## src/rtl/isp_pkg.sv

```systemverilog
// Shared ISP pipeline definitions.
// Pixel/word widths, RGB565 field positions, packing helper.
package isp_pkg;

   localparam int PIX_W  = 16;
   localparam int WORD_W = 32;

   localparam int R_MSB = 15;
   localparam int R_LSB = 11;
   localparam int G_MSB = 10;
   localparam int G_LSB = 5;
   localparam int B_MSB = 4;
   localparam int B_LSB = 0;

   typedef struct packed {
      logic [R_MSB-R_LSB:0] r;
      logic [G_MSB-G_LSB:0] g;
      logic [B_MSB-B_LSB:0] b;
   } rgb565_t;

   // Pair two pixels into one word; swap puts the first pixel high.
   function automatic logic [WORD_W-1:0] pack_pair(
      input logic [PIX_W-1:0] first,
      input logic [PIX_W-1:0] second,
      input logic             swap
   );
      pack_pair = swap ? {first, second} : {second, first};
   endfunction

endpackage

```

## src/rtl/sync_fifo.sv

```systemverilog
// Synchronous FIFO with registered show-ahead output.
// Head entry is always presented on dout while not empty.
module sync_fifo #(
   parameter int WIDTH = 32,
   parameter int DEPTH = 8
) (
   input  logic                     clk,
   input  logic                     rst_n,
   input  logic                     push,
   input  logic [WIDTH-1:0]         din,
   input  logic                     pop,
   output logic [WIDTH-1:0]         dout,
   output logic                     full,
   output logic                     empty,
   output logic [$clog2(DEPTH):0]   level
);

   localparam int AW = $clog2(DEPTH);
   localparam int LW = AW + 1;

   logic [WIDTH-1:0] mem [DEPTH];
   logic [AW-1:0]    wr_ptr;
   logic [AW-1:0]    rd_ptr;
   logic [AW-1:0]    rd_nxt;
   logic [LW-1:0]    count;
   logic [WIDTH-1:0] dout_q;
   logic             do_pop;
   logic             do_push;

   assign full    = (count == LW'(DEPTH));
   assign empty   = (count == '0);
   assign do_pop  = pop & ~empty;
   assign do_push = push & (~full | do_pop);
   assign rd_nxt  = rd_ptr + 1'b1;
   assign level   = count;
   assign dout    = dout_q;

   // Storage array; written only on accepted pushes.
   always_ff @(posedge clk) begin
      if (do_push) mem[wr_ptr] <= din;
   end

   // Pointers and occupancy; both pointers wrap naturally.
   always_ff @(posedge clk or negedge rst_n) begin
      if (!rst_n) begin
         wr_ptr <= '0;
         rd_ptr <= '0;
         count  <= '0;
      end else begin
         if (do_push) wr_ptr <= wr_ptr + 1'b1;
         if (do_pop)  rd_ptr <= rd_nxt;
         unique case ({do_push, do_pop})
            2'b10:   count <= count + 1'b1;
            2'b01:   count <= count - 1'b1;
            default: count <= count;
         endcase
      end
   end

   // Show-ahead register: reload from next entry or bypass din.
   always_ff @(posedge clk or negedge rst_n) begin
      if (!rst_n) begin
         dout_q <= '0;
      end else if (do_pop) begin
         if (count > LW'(1))  dout_q <= mem[rd_nxt];
         else if (do_push)    dout_q <= din;
      end else if (empty && do_push) begin
         dout_q <= din;
      end
   end

endmodule

```

## src/rtl/rgb565_pack32.sv

```systemverilog
// RGB565 pixel pair packer feeding a word FIFO.
// Tracks per-frame word count and sticky overflow.
module rgb565_pack32
   import isp_pkg::*;
#(
   parameter int FIFO_DEPTH = 8,
   parameter int CNT_W      = 17,
   parameter int PIX_ORDER  = 0
) (
   input  logic                            clk,
   input  logic                            rst_n,
   input  logic                            frame_start,
   input  logic [PIX_W-1:0]                pix_in,
   input  logic                            pix_en,
   output logic [WORD_W-1:0]               wdata,
   output logic                            wvalid,
   input  logic                            wready,
   output logic [$clog2(FIFO_DEPTH):0]     fifo_level,
   output logic [CNT_W-1:0]                word_cnt,
   output logic                            overflow
);

   localparam logic SWAP = (PIX_ORDER != 0);

   logic              half;
   logic [PIX_W-1:0]  hold;
   logic              push_req;
   logic              push_ok;
   logic              pop;
   logic              full;
   logic              empty;
   logic [WORD_W-1:0] word;

   assign word     = pack_pair(hold, pix_in, SWAP);
   assign push_req = pix_en & half & ~frame_start;
   assign pop      = wvalid & wready;
   assign push_ok  = push_req & (~full | pop);
   assign wvalid   = ~empty;

   // Pair state; frame_start drops a dangling pixel before capture.
   always_ff @(posedge clk or negedge rst_n) begin
      if (!rst_n) begin
         half <= 1'b0;
         hold <= '0;
      end else if (frame_start) begin
         half <= pix_en;
         if (pix_en) hold <= pix_in;
      end else if (pix_en) begin
         half <= ~half;
         if (!half) hold <= pix_in;
      end
   end

   // Saturating count of words accepted this frame.
   always_ff @(posedge clk or negedge rst_n) begin
      if (!rst_n) begin
         word_cnt <= '0;
      end else if (frame_start) begin
         word_cnt <= '0;
      end else if (push_ok && (word_cnt != '1)) begin
         word_cnt <= word_cnt + 1'b1;
      end
   end

   // Sticky flag for words dropped against a full FIFO.
   always_ff @(posedge clk or negedge rst_n) begin
      if (!rst_n) begin
         overflow <= 1'b0;
      end else if (frame_start) begin
         overflow <= 1'b0;
      end else if (push_req && !push_ok) begin
         overflow <= 1'b1;
      end
   end

   sync_fifo #(
      .WIDTH (WORD_W),
      .DEPTH (FIFO_DEPTH)
   ) u_fifo (
      .clk   (clk),
      .rst_n (rst_n),
      .push  (push_ok),
      .din   (word),
      .pop   (pop),
      .dout  (wdata),
      .full  (full),
      .empty (empty),
      .level (fifo_level)
   );

endmodule

```

## config.mk

```make
export PLATFORM = sky130hd
export DESIGN_NAME = rgb565_pack32
export DESIGN_NICKNAME = d
export VERILOG_FILES = /design/src/rtl/isp_pkg.sv /design/src/rtl/sync_fifo.sv /design/src/rtl/rgb565_pack32.sv
export SDC_FILE = /design/constraint.sdc
export NUM_CORES = 1
export LEC_CHECK = 0
export BUFFER_PORTS_ARGS = -buffer_cell sky130_fd_sc_hd__buf_2
export CORE_ASPECT_RATIO = 1.5
export CORE_MARGIN = 2
export CORE_UTILIZATION = 45
export DETAILED_ROUTE_END_ITERATION = 12
export SLEW_MARGIN = 10
export SYNTH_ARGS = -nofsm -noshare
export SYNTH_HDL_FRONTEND = slang
export SYNTH_SLANG_ARGS = --single-unit
```

## constraint.sdc

```tcl
create_clock -name clk -period 4.95 [get_ports clk]
set_input_delay 0.99 -clock clk [delete_from_list [all_inputs] [get_ports clk]]
set_output_delay 0.99 -clock clk [all_outputs]
set_load 0.01 [all_outputs]
```

; ---- After elaboration in Yosys (flattened, before gate mapping)
; Memories as Yosys holds them, arrays and structs flattened.
; Cells that the tools add are included.
[word_totals]
regBits = 77
ram_bits = 256
out_inout_bits = 55
word_cells = 62
memories = 1
[memory_table]
columns = name, depth, word_bits, rd, rd_ports_with_merged_regs, write_ports, line
row1 = u_fifo.mem, 8, 32, 1, 0, 1, sync_fifo.sv:21  ; logic [WIDTH-1:0] mem [DEPTH];
[classes]
n_addsub = 5
magnitude_cmp = 1
n_eq_ne = 6
muxes = 17
bitwise = 12
n_reduce_logical = 12
[op_table]
columns = operator, count
row1 = two-way mux 32 bit, 4
row2 = two-way mux 16 bit, 4
row3 = two-way mux 17 bit, 2
row4 = "adder 17 x 1 -> 17 bit, second input constant", 1
row5 = "inequality test 17 bit, second input constant", 1
row6 = nonzero test 2 bit, 5
row7 = one-hot mux 4 bit (2 select lines), 1
row8 = "adder 3 x 1 -> 3 bit, second input constant", 2
row9 = bitwise AND 1 bit, 6
row10 = two-way mux 1 bit, 6
row11 = "adder 4 x 1 -> 4 bit, second input constant", 1
row12 = "== test 4 bit, second input constant", 1
row13 = "> comparator 4 x 1 -> 1 bit, second input constant", 1
row14 = zero test 4 bit, 1
row15 = NOT 1 bit, 4
row16 = AND reduction 2 bit, 2
row17 = "subtractor 4 x 1 -> 4 bit, second input constant", 1
row18 = logical AND 1 bit, 3
row19 = "inequality test 3 bit, second input constant", 1
row20 = "== test 2 x 1 -> 1 bit, second input constant", 1
row21 = "== test 2 bit, second input constant", 1
row22 = "inequality test 2 bit, second input constant", 1
row23 = OR 1 bit, 2
row24 = zero test 1 bit, 1

; ---- Logic depth before layout (Yosys ltp)
; Gate-level depths: netlist of run 1.
[logic_depth]
depth_word = 9
depth_mapped = 10

; ---- By module
; Synthesis of run 1 repeated with hierarchy kept, for this count alone.
[unflattened]
hier_cells = 987
area_unflattened_um2 = 14218.6
[modules_own_cells]
columns = mod, n_inst, cells_each, area_per_inst_um2
row1 = sync_fifo, 1, 845, 12564.6
row2 = rgb565_pack32, 1, 142, 1654.1

; ---- Least setup slack after synthesis of run 1
; Ideal clock, no wire load.
[synth_timing]
path_kind = input-to-reg
start = input port frame_start
end = memory u_fifo.mem[4][0], enable pin
setup_time_ns = 0.513
t_arrival_ns = 5.046
path_slack_ns = -0.609
cell_stages = 5
path_buffers = 1
cell_sequence = clkbuf_1 > nand3b_1 > nor2_1 > inv_2 > nor4b_1
[synth_via]
elab_chain_cells = 6
[synth_lines]
columns = element, line
row1 = from (decl), rgb565_pack32.sv:12  ; input logic frame_start,
row2 = NOT 1 bit, rgb565_pack32.sv:35  ; assign push_req = pix_en & half & ~frame_start;
row3 = bitwise AND 1 bit, rgb565_pack32.sv:35
row4 = bitwise AND 1 bit, rgb565_pack32.sv:37  ; assign push_ok = push_req & (~full | pop);
row5 = bitwise AND 1 bit, sync_fifo.sv:33  ; assign do_push = push & (~full | do_pop);
row6 = two-way mux 1 bit, sync_fifo.sv:40  ; if (do_push) mem[wr_ptr] <= din;
row7 = two-way mux 1 bit (implied by the code), sync_fifo.sv:40
row8 = to (decl), sync_fifo.sv:21
; Every way passes these cells.

; ---- Worst setup path after layout of run 1
[layout_timing]
start = register u_fifo.count[0] (netlist: u_fifo.level[0])
end = memory u_fifo.mem[7][10], enable pin
[layout_via]
elab_chain_cells = 8
word_cells_on_any_way = 12
classes_between = eq/ne (1) / mux (2) / bitwise (8) / reduce/logical (1)
[layout_lines]
columns = element, line
row1 = from (decl), sync_fifo.sv:25  ; logic [LW-1:0] count;
row2 = from (signal assigned), sync_fifo.sv:53  ; 2'b10: count <= count + 1'b1;
row3 = from (signal assigned), sync_fifo.sv:54  ; 2'b01: count <= count - 1'b1;
row4 = from (signal assigned), sync_fifo.sv:55  ; default: count <= count;
row5 = zero test 4 bit, sync_fifo.sv:31  ; assign empty = (count == '0);
row6 = NOT 1 bit, "sync_fifo.sv:32, rgb565_pack32.sv:38"
row7 = bitwise AND 1 bit, rgb565_pack32.sv:36  ; assign pop = wvalid & wready;
row8 = OR 1 bit or bitwise AND 1 bit (tied branches), "rgb565_pack32.sv:37, sync_fifo.sv:32"
row9 = bitwise AND 1 bit or OR 1 bit (tied branches), "rgb565_pack32.sv:37, sync_fifo.sv:33"
row10 = bitwise AND 1 bit (*), sync_fifo.sv:33
row11 = two-way mux 1 bit (*), sync_fifo.sv:40
row12 = two-way mux 1 bit (implied by the code) (*), sync_fifo.sv:40
; Every way passes the cells marked *; elsewhere a longest branch is shown, timed or not.

==> results of run 1 <==
==> worst paths after layout <==
| check | to | startpoint | slack, ns |
|---|---|---|---|
| max in group asynchronous | u_fifo.rd_ptr[0] | rst_n | 3.50 |
| min in group clk | overflow | overflow | 0.54 |
| worst min-delay path | u_fifo.dout[22] | rst_n | 0.53 |
| worst max register to register | u_fifo.mem[7][10] | u_fifo.level[0] | 1.95 |
| worst min register to register | overflow | overflow | 0.54 |
| worst max-delay path | u_fifo.mem[7][10] | u_fifo.level[0] | 1.95 |
==> synth_stat cells (3+ instances only) <==
| cell | instances |
|---|---|
| clkbuf_1 | 41 |
| mux2i_1 | 162 |
| xnor2_1 | 14 |
| buf_2 | 19 |
| a21oi_1 | 37 |
| mux2_1 | 5 |
| nor4_1 | 3 |
| nor3b_1 | 3 |
| nand4_1 | 5 |
| inv_1 | 6 |
| mux2_2 | 16 |
| nor3_1 | 5 |
| a31o_1 | 3 |
| nor2b_1 | 4 |
| ha_1 | 9 |
| nand2_1 | 14 |
| nor2_1 | 21 |
| nand2b_1 | 7 |
| edfxtp_1 | 256 |
| dfrtp_1 | 77 |
| xor2_1 | 3 |
| nand3_1 | 135 |
| o21ai_0 | 4 |
| a41oi_1 | 32 |
==> power breakdown <==
part	internal, µW	switching, µW
clock	1290	974
combinational	1300	2040
sequential	3350	249
==> logic make-up (layout without fill, tap and decap cells) <==
kind of cell | after synthesis | after routing
xor+xnor | 17 | 17
compound gates | 79 | 79
simple gates | 210 | 210
flops | 333 | 333
buf+inv | 68 | 158
fa+ha+maj | 9 | 9
mux | 183 | 183
==> registers in the layout, summed over array words and instances, names as in the netlist <==
| signal | cells |
|---|---|
| overflow | 1 |
| hold | 16 |
| u_fifo.level | 4 |
| half | 1 |
| word_cnt | 17 |
| u_fifo.rd_ptr | 3 |
| u_fifo.wr_ptr | 3 |
| u_fifo.dout | 32 |
| u_fifo.mem | 256 |
==> layout make-up <==
class / instances / area, µm²
flip-flops and latches: 333 / 9620
fillers: 2624 / 14500
inverters: 7 / 26.3
clock buffers: 42 / 847
well taps: 400 / 500
multi-input cells: 498 / 3890
repair buffers: 97 / 543
clock inverters: 12 / 103
==> layer usage <==
layer	part of all wire (%)	routed length, µm	vias up	global-route usage [%]
met2	52	15500	151	34.2
met4	2.2	659	2	6.12
met5	0.047	14	-	0
met3	3.8	1110	40	2.68
li1	-	-	3596	-
met1	42	12400	3967	23.4
==> metrics by stage <==
| step | utilization, % | setup slack (ns) | instances |
|---|---|---|---|
| after CTS | 51.6 | 1.91 | 1389 |
| after floorplan | - | 0.347 | 899 |
| after detailed placement | 48.5 | 1.55 | 1335 |
| after global routing | 51.6 | 1.70 | 1389 |
| final | 51.6 | 1.95 | 1389 |
| after global placement | 48.5 | 1.63 | 1335 |
==> flow_summary.toml, run 1 <==
[outcome]
outcome = "finished, final reports clean"

[global_route]
grt_max_degree = 66
grt_pass1_wl_mm = 46.5
grt_pass1_vias = 8048
track_usage_pct = 18.9
antenna_found_initial = 1
overflow = 0

[synthesis]
yosysTopAreaCellShare_pct = 56.3
synth_area_leader_cell = "edfxtp_1"
syn_inst = 899
synth_area_leaders = "edfxtp_1 (56%), dfrtp_1 (14%), mux2i_1 (12%), nand3_1 (4.9%), a41oi_1 (2.1%)"
syn-cell-area_um2 = 13700
yosys_register_bits = 333
synth_compound_gate_area_share_pct = 3.95
synth-simple-area-share_pct = 8.12
synth_xor_area_share_pct = 1.09
synthesis.nets = 929
synth-seq-area-share_pct = 70.4
synth_fa_ha_area_share_pct = 0.824
synth_edf_count = 256
synth_top_family_by_area = "multiplexers"
muxShareOfSynthArea_pct = 13.6
synth_area_per_cell_um2 = 15.2
synthArstFlopShare_pct = 23.1
ys_warn_count = 0
ys_types = 38
synthFlopType = "edfxtp_1"

[sta]
clock.fmax_mhz = 333
slew_violations = 0
hold_violations = 0
worst_pin_slew_ns = 1.10
clock_skew_ns = 0.0107
rsz0062_at_grt = "false"
period_share_pct = 60.6
slew_headroom_pct = 26.4
period_needed_ns = 3.00
setup_viol = 0
tns_ns = 0
worst_hold_slack_ns = 0.526

[floorplan]
num_rows = 78
ioPinCount = 76
initial_core_util_pct = 45.5
die_area_um2 = 31800
die_h_um = 217
core_um2 = 30100
fp.dieW_um = 146

[clocking]
cts.hold.buffers_added = 0
cts_resized = 0
cts_sinks = 333
clock_latency_ns = 0.56
root_buffer = "clkbuf_16"
htree_num_levels = 1
path_clk_slew_ns = 0.07
cts-buffers-inserted = 30
cts_tree = "yes"
clk_path_buf_depth = 3
post_cts_buffers = 0

[route]
vias = 7756
first_iter_violations = 419
drt_first_pass_iters = 4
route.detailed.drc = 0
routed_via_density = 5.58
wire_per_inst_um = 21.3
totalWireLength_mm = 29.6
drtAntennaViolNets = 0

[critical_path]
path_cells = "inv_1 > ha_1 > nor4bb_2 > buf_4 > nor2_1 > nand2_1 > nor2_4"
cpLargestDelayFamily = "simple AND/OR/NAND/NOR gates"
reg2regPathDepth = 7
critPathMaxFanout = 32
crit_required_ns = 5.12
cp_slowest_stage_delay_ns = 0.91
endpoint_kind = "flop"
arrival_ns = 3.17
path_class = "reg2reg"
cp.depth = 7
crit_slowest_cell = "nor2_4"
crit_buf_inv = 2
crit_path_start_kind = "flop"

[place]
dp_hpwl_mm = 17.0
gp_congestion = 0.738
dpl_cell_area_um2 = 14600
numPortBuffers = 75

[final_layout]
most-common-layout-cells = "edfxtp_1 (256), mux2i_1 (162), nand3_1 (135), dfrtp_1 (76), buf_2 (74)"
syn_to_final_growth_pct = 13.6
drive_gt1_share_pct = 17.4
final_area_um2 = 15500
n_antenna_cell = 0
finalNetCount = 997
final_common_cell = "edfxtp_1"

[hold_path]
holdCritPathClass = "in2async"

[power_and_ir_drop]
cellPowerDensity_nw_per_um2 = 593
irDropWorstVdd_mv = 0.455
p_total_uw = 9200
p_leak_uw = 0.00580

[job]
drv.max_cap_violation_count = 0
No activity file was read; power rests on OpenSTA's default activity.
==> run 2: changes to the inputs <==
--- a/config.mk
+++ b/config.mk
@@ -5,6 +5,7 @@
 export SDC_FILE = /design/constraint.sdc
 export NUM_CORES = 1
 export LEC_CHECK = 0
+export ABC_AREA = 1
 export BUFFER_PORTS_ARGS = -buffer_cell sky130_fd_sc_hd__buf_2
 export CORE_ASPECT_RATIO = 1.5
 export CORE_MARGIN = 2
==> constraint.sdc (replaced) <==
create_clock -name clk -period 3 [get_ports clk]
set_input_delay 0.6 -clock clk [delete_from_list [all_inputs] [get_ports clk]]
set_output_delay 0.6 -clock clk [all_outputs]
set_load 0.01 [all_outputs]
==> run 2 against run 1 <==
Compared with the run above: synthesized cell count grew 57%; power is 76% higher; combinational power up 75%; global-route usage is 2.1 points higher; register-to-register slack got worse by 1.3 ns; maximum frequency increased by 30%; sequential cell count unchanged; largest power group unchanged; sequential share of layout area down 5.0 points; clock skew grew 0.0025 ns.
==> flow_summary.toml, run 2 <==
[outcome]
outcome = "finished, final reports clean"

[synthesis]
synth_area_leader_cell = "edfxtp_1"
synth-seq-area-share_pct = 65.4
synth_area_per_cell_um2 = 10.4
yosysTopAreaCellShare_pct = 52.3
synthFlopType = "edfxtp_1"
syn_inst = 1414
synthArstFlopShare_pct = 23.1
synthesis.nets = 1444
synth_common_cells = "nand2_1 (377), edfxtp_1 (256), inv_1 (215), nand3_1 (206), dfrtp_1 (77)"
synth.most_common_cell = "nand2_1"
syn-cell-area_um2 = 14700
ys_warn_count = 0
ys_types = 40
synth_area_leaders = "edfxtp_1 (52%), dfrtp_1 (13%), nand2_1 (9.6%), nand3_1 (7.0%), inv_1 (5.5%)"
synth_edf_count = 256
yosys_register_bits = 333

[job]
drv.max_cap_violation_count = 0

[sta]
hold_violations = 0
period_share_pct = 77.2
clock_skew_ns = 0.0132
tns_ns = 0
clock.fmax_mhz = 432
slew_violations = 0
period_needed_ns = 2.31
worst_pin_slew_ns = 1.00
rsz0062_at_grt = "false"
setup_viol = 0
slew_headroom_pct = 33.2

[power_and_ir_drop]
sw_frac_of_total_pct = 37.2
p_int_uw = 10200
irDropWorstVdd_mv = 1.21
cellPowerDensity_nw_per_um2 = 957
p_switching_uw = 6010
seqPwrFrac_pct = 36.3
p_leak_uw = 0.00725
comb_power_share_pct = 36.2
pwr-share-clk_pct = 27.5

[place]
gp_congestion = 0.838
place_inst = 1864
numPortBuffers = 75
dp_hpwl_mm = 19.8
dpl_cell_area_um2 = 15700

[global_route]
antenna_found_initial = 0
grt_pass1_vias = 9807
overflow = 0
grt_pass1_wl_mm = 54.4
grt_max_degree = 94
track_usage_pct = 21.0

[floorplan]
die_h_um = 225
fp.dieW_um = 152
initial_core_util_pct = 45.3
die_area_um2 = 34200
ioPinCount = 76
num_rows = 81
core_um2 = 32400

[clocking]
root_buffer = "clkbuf_16"
clock_latency_ns = 0.52
post_cts_buffers = 0
cts_sinks = 333
cts_tree = "yes"
clk_path_buf_depth = 3
cts.hold.buffers_added = 0
path_clk_slew_ns = 0.06
cts_resized = 0
cts-buffers-inserted = 34
htree_num_levels = 2

[critical_path]
crit_path_start_kind = "flop"
r2r-start = "word_cnt[1]"
path_cells = "ha_1 > nand2_1 > nor2_1 > inv_1 > nor4_1 > ha_1 > inv_1 > nand3_4 > nand2_2 > inv_2 > nor2_1 > a21oi_1"
path_class = "reg2reg"
crit_required_ns = 3.44
critPathMaxFanout = 14
arrival_ns = 2.75
r2r-end = "word_cnt[0]"
reg2regPathDepth = 12
crit_slowest_cell = "dfrtp_1"
cp_slowest_stage_delay_ns = 0.39
timing.critical_path.to = "word_cnt[0]"
crit_path_start = "word_cnt[1]"
rrSetupSlack_ns = 0.69
endpoint_kind = "flop"

[route]
routed_via_density = 5.11
route.detailed.drc = 0
first_iter_violations = 688
drt_first_pass_iters = 5
totalWireLength_mm = 34.4
drtAntennaViolNets = 0
wire_per_inst_um = 17.9
vias = 9848

[final_layout]
final_common_cell = "nand2_1"
most-common-layout-cells = "nand2_1 (377), edfxtp_1 (256), inv_1 (213), nand3_1 (206), dfrtp_1 (76)"
final_area_um2 = 16900
syn_to_final_growth_pct = 14.8
finalNetCount = 1515
n_antenna_cell = 0
top_register = "u_fifo.mem"
drive_gt1_share_pct = 15.4
fillers = 2889
instances_no_fill = 1926
final_core_util_pct = 52.0
largest_reg_flops = 256

[hold_path]
holdCritPathClass = "in2async"
==> run 2: changes by cell type after synthesis, sizes merged, moves of 11 or more <==
| cell | delta |
|---|---|
| nand2 | +369 |
| inv | +213 |
| mux2i | -162 |
| nand3 | +74 |
| nor2 | +43 |
| o21ai | +36 |
| buf | +34 |
| a41oi | -32 |
| clkbuf | -30 |
| xnor2 | -11 |
==> run 2: layer usage <==
layer  global-route usage, %  up-vias  share of wire [%]
li1                        -     4761                  -
met1                    25.3     4790                 40
met2                    38.0      241                 53
met3                    3.42       56                4.7
met4                    6.84        0                2.5
met5                       0        -                  0
==> run 2: layout make-up <==
class / count / area (µm²) / area share [%]
inverter: 220 / 835 / 4.94
clock buffer: 44 / 992 / 5.88
timing repair buffer: 100 / 716 / 4.24
multi-input combinational: 796 / 4010 / 23.7
clock inverter: 18 / 194 / 1.15
tap: 415 / 519 / 3.08
sequential: 333 / 9620 / 57.0
==> run 2: how the worst min path moves through the flow <==
| stage | start | end | slack, ns | cells past startpoint |
|---|---|---|---|---|
| 6_report | rst_n | word_cnt[5] | 0.08 | 1 |
| 5_1_grt | rst_n | u_fifo.dout[13] | 0.12 | 1 |
| 4_1_cts | rst_n | word_cnt[5] | 0.09 | 1 |
| 3_5_place_dp | overflow | overflow | 0.47 | 2 |
| 3_3_place_gp | u_fifo.rd_ptr[1] | u_fifo.rd_ptr[1] | 0.48 | 2 |
| 2_1_floorplan | rst_n | half | 0.30 | 0 |
==> run 2: power by group through the flow <==
stage | Combinational [µW] | Clock (µW) | Sequential [µW]
floorplan | 3940 | 0 | 6010
global placement | 5890 | 0 | 5960
detailed placement | 5940 | 0 | 5980
CTS | 5950 | 4530 | 5890
global route | 6540 | 4680 | 5940
finish | 5850 | 4440 | 5870
==> run 2: logic make-up (layout without fill, tap and decap cells) <==
kind of cell    count (synthesis)  count (layout)  synth area share [%]
buf+inv                       285             382                  7.87
simple gates                  674             674                  20.0
mux                            16              16                  1.23
flops                         333             333                  65.4
fa+ha+maj                       9               9                 0.766
xor+xnor                       12              12                 0.766
compound gates                 85              85                  4.01
==> run 2: worst max-delay path: cells and delay by family, from the launching register on <==
kind                     cells  cell delay [ns]
flip-flops                   1             0.39
adder cells (fa/ha/maj)      2             0.40
buffers and inverters        3             0.40
AND/OR/NAND/NOR              6             0.93
AO/OA/AOI/OAI                1             0.12
==> run 2: through the flow <==
step           worst slack, ns  power (µW)  hold WS [ns]
3_3_place_gp             0.755       11800         0.476
4_1_cts                  0.702       16400        0.0880
2_1_floorplan           -0.918        9950         0.304
6_report                 0.685       16200        0.0830
3_5_place_dp             0.725       11900         0.472
5_1_grt                  0.426       17100         0.120
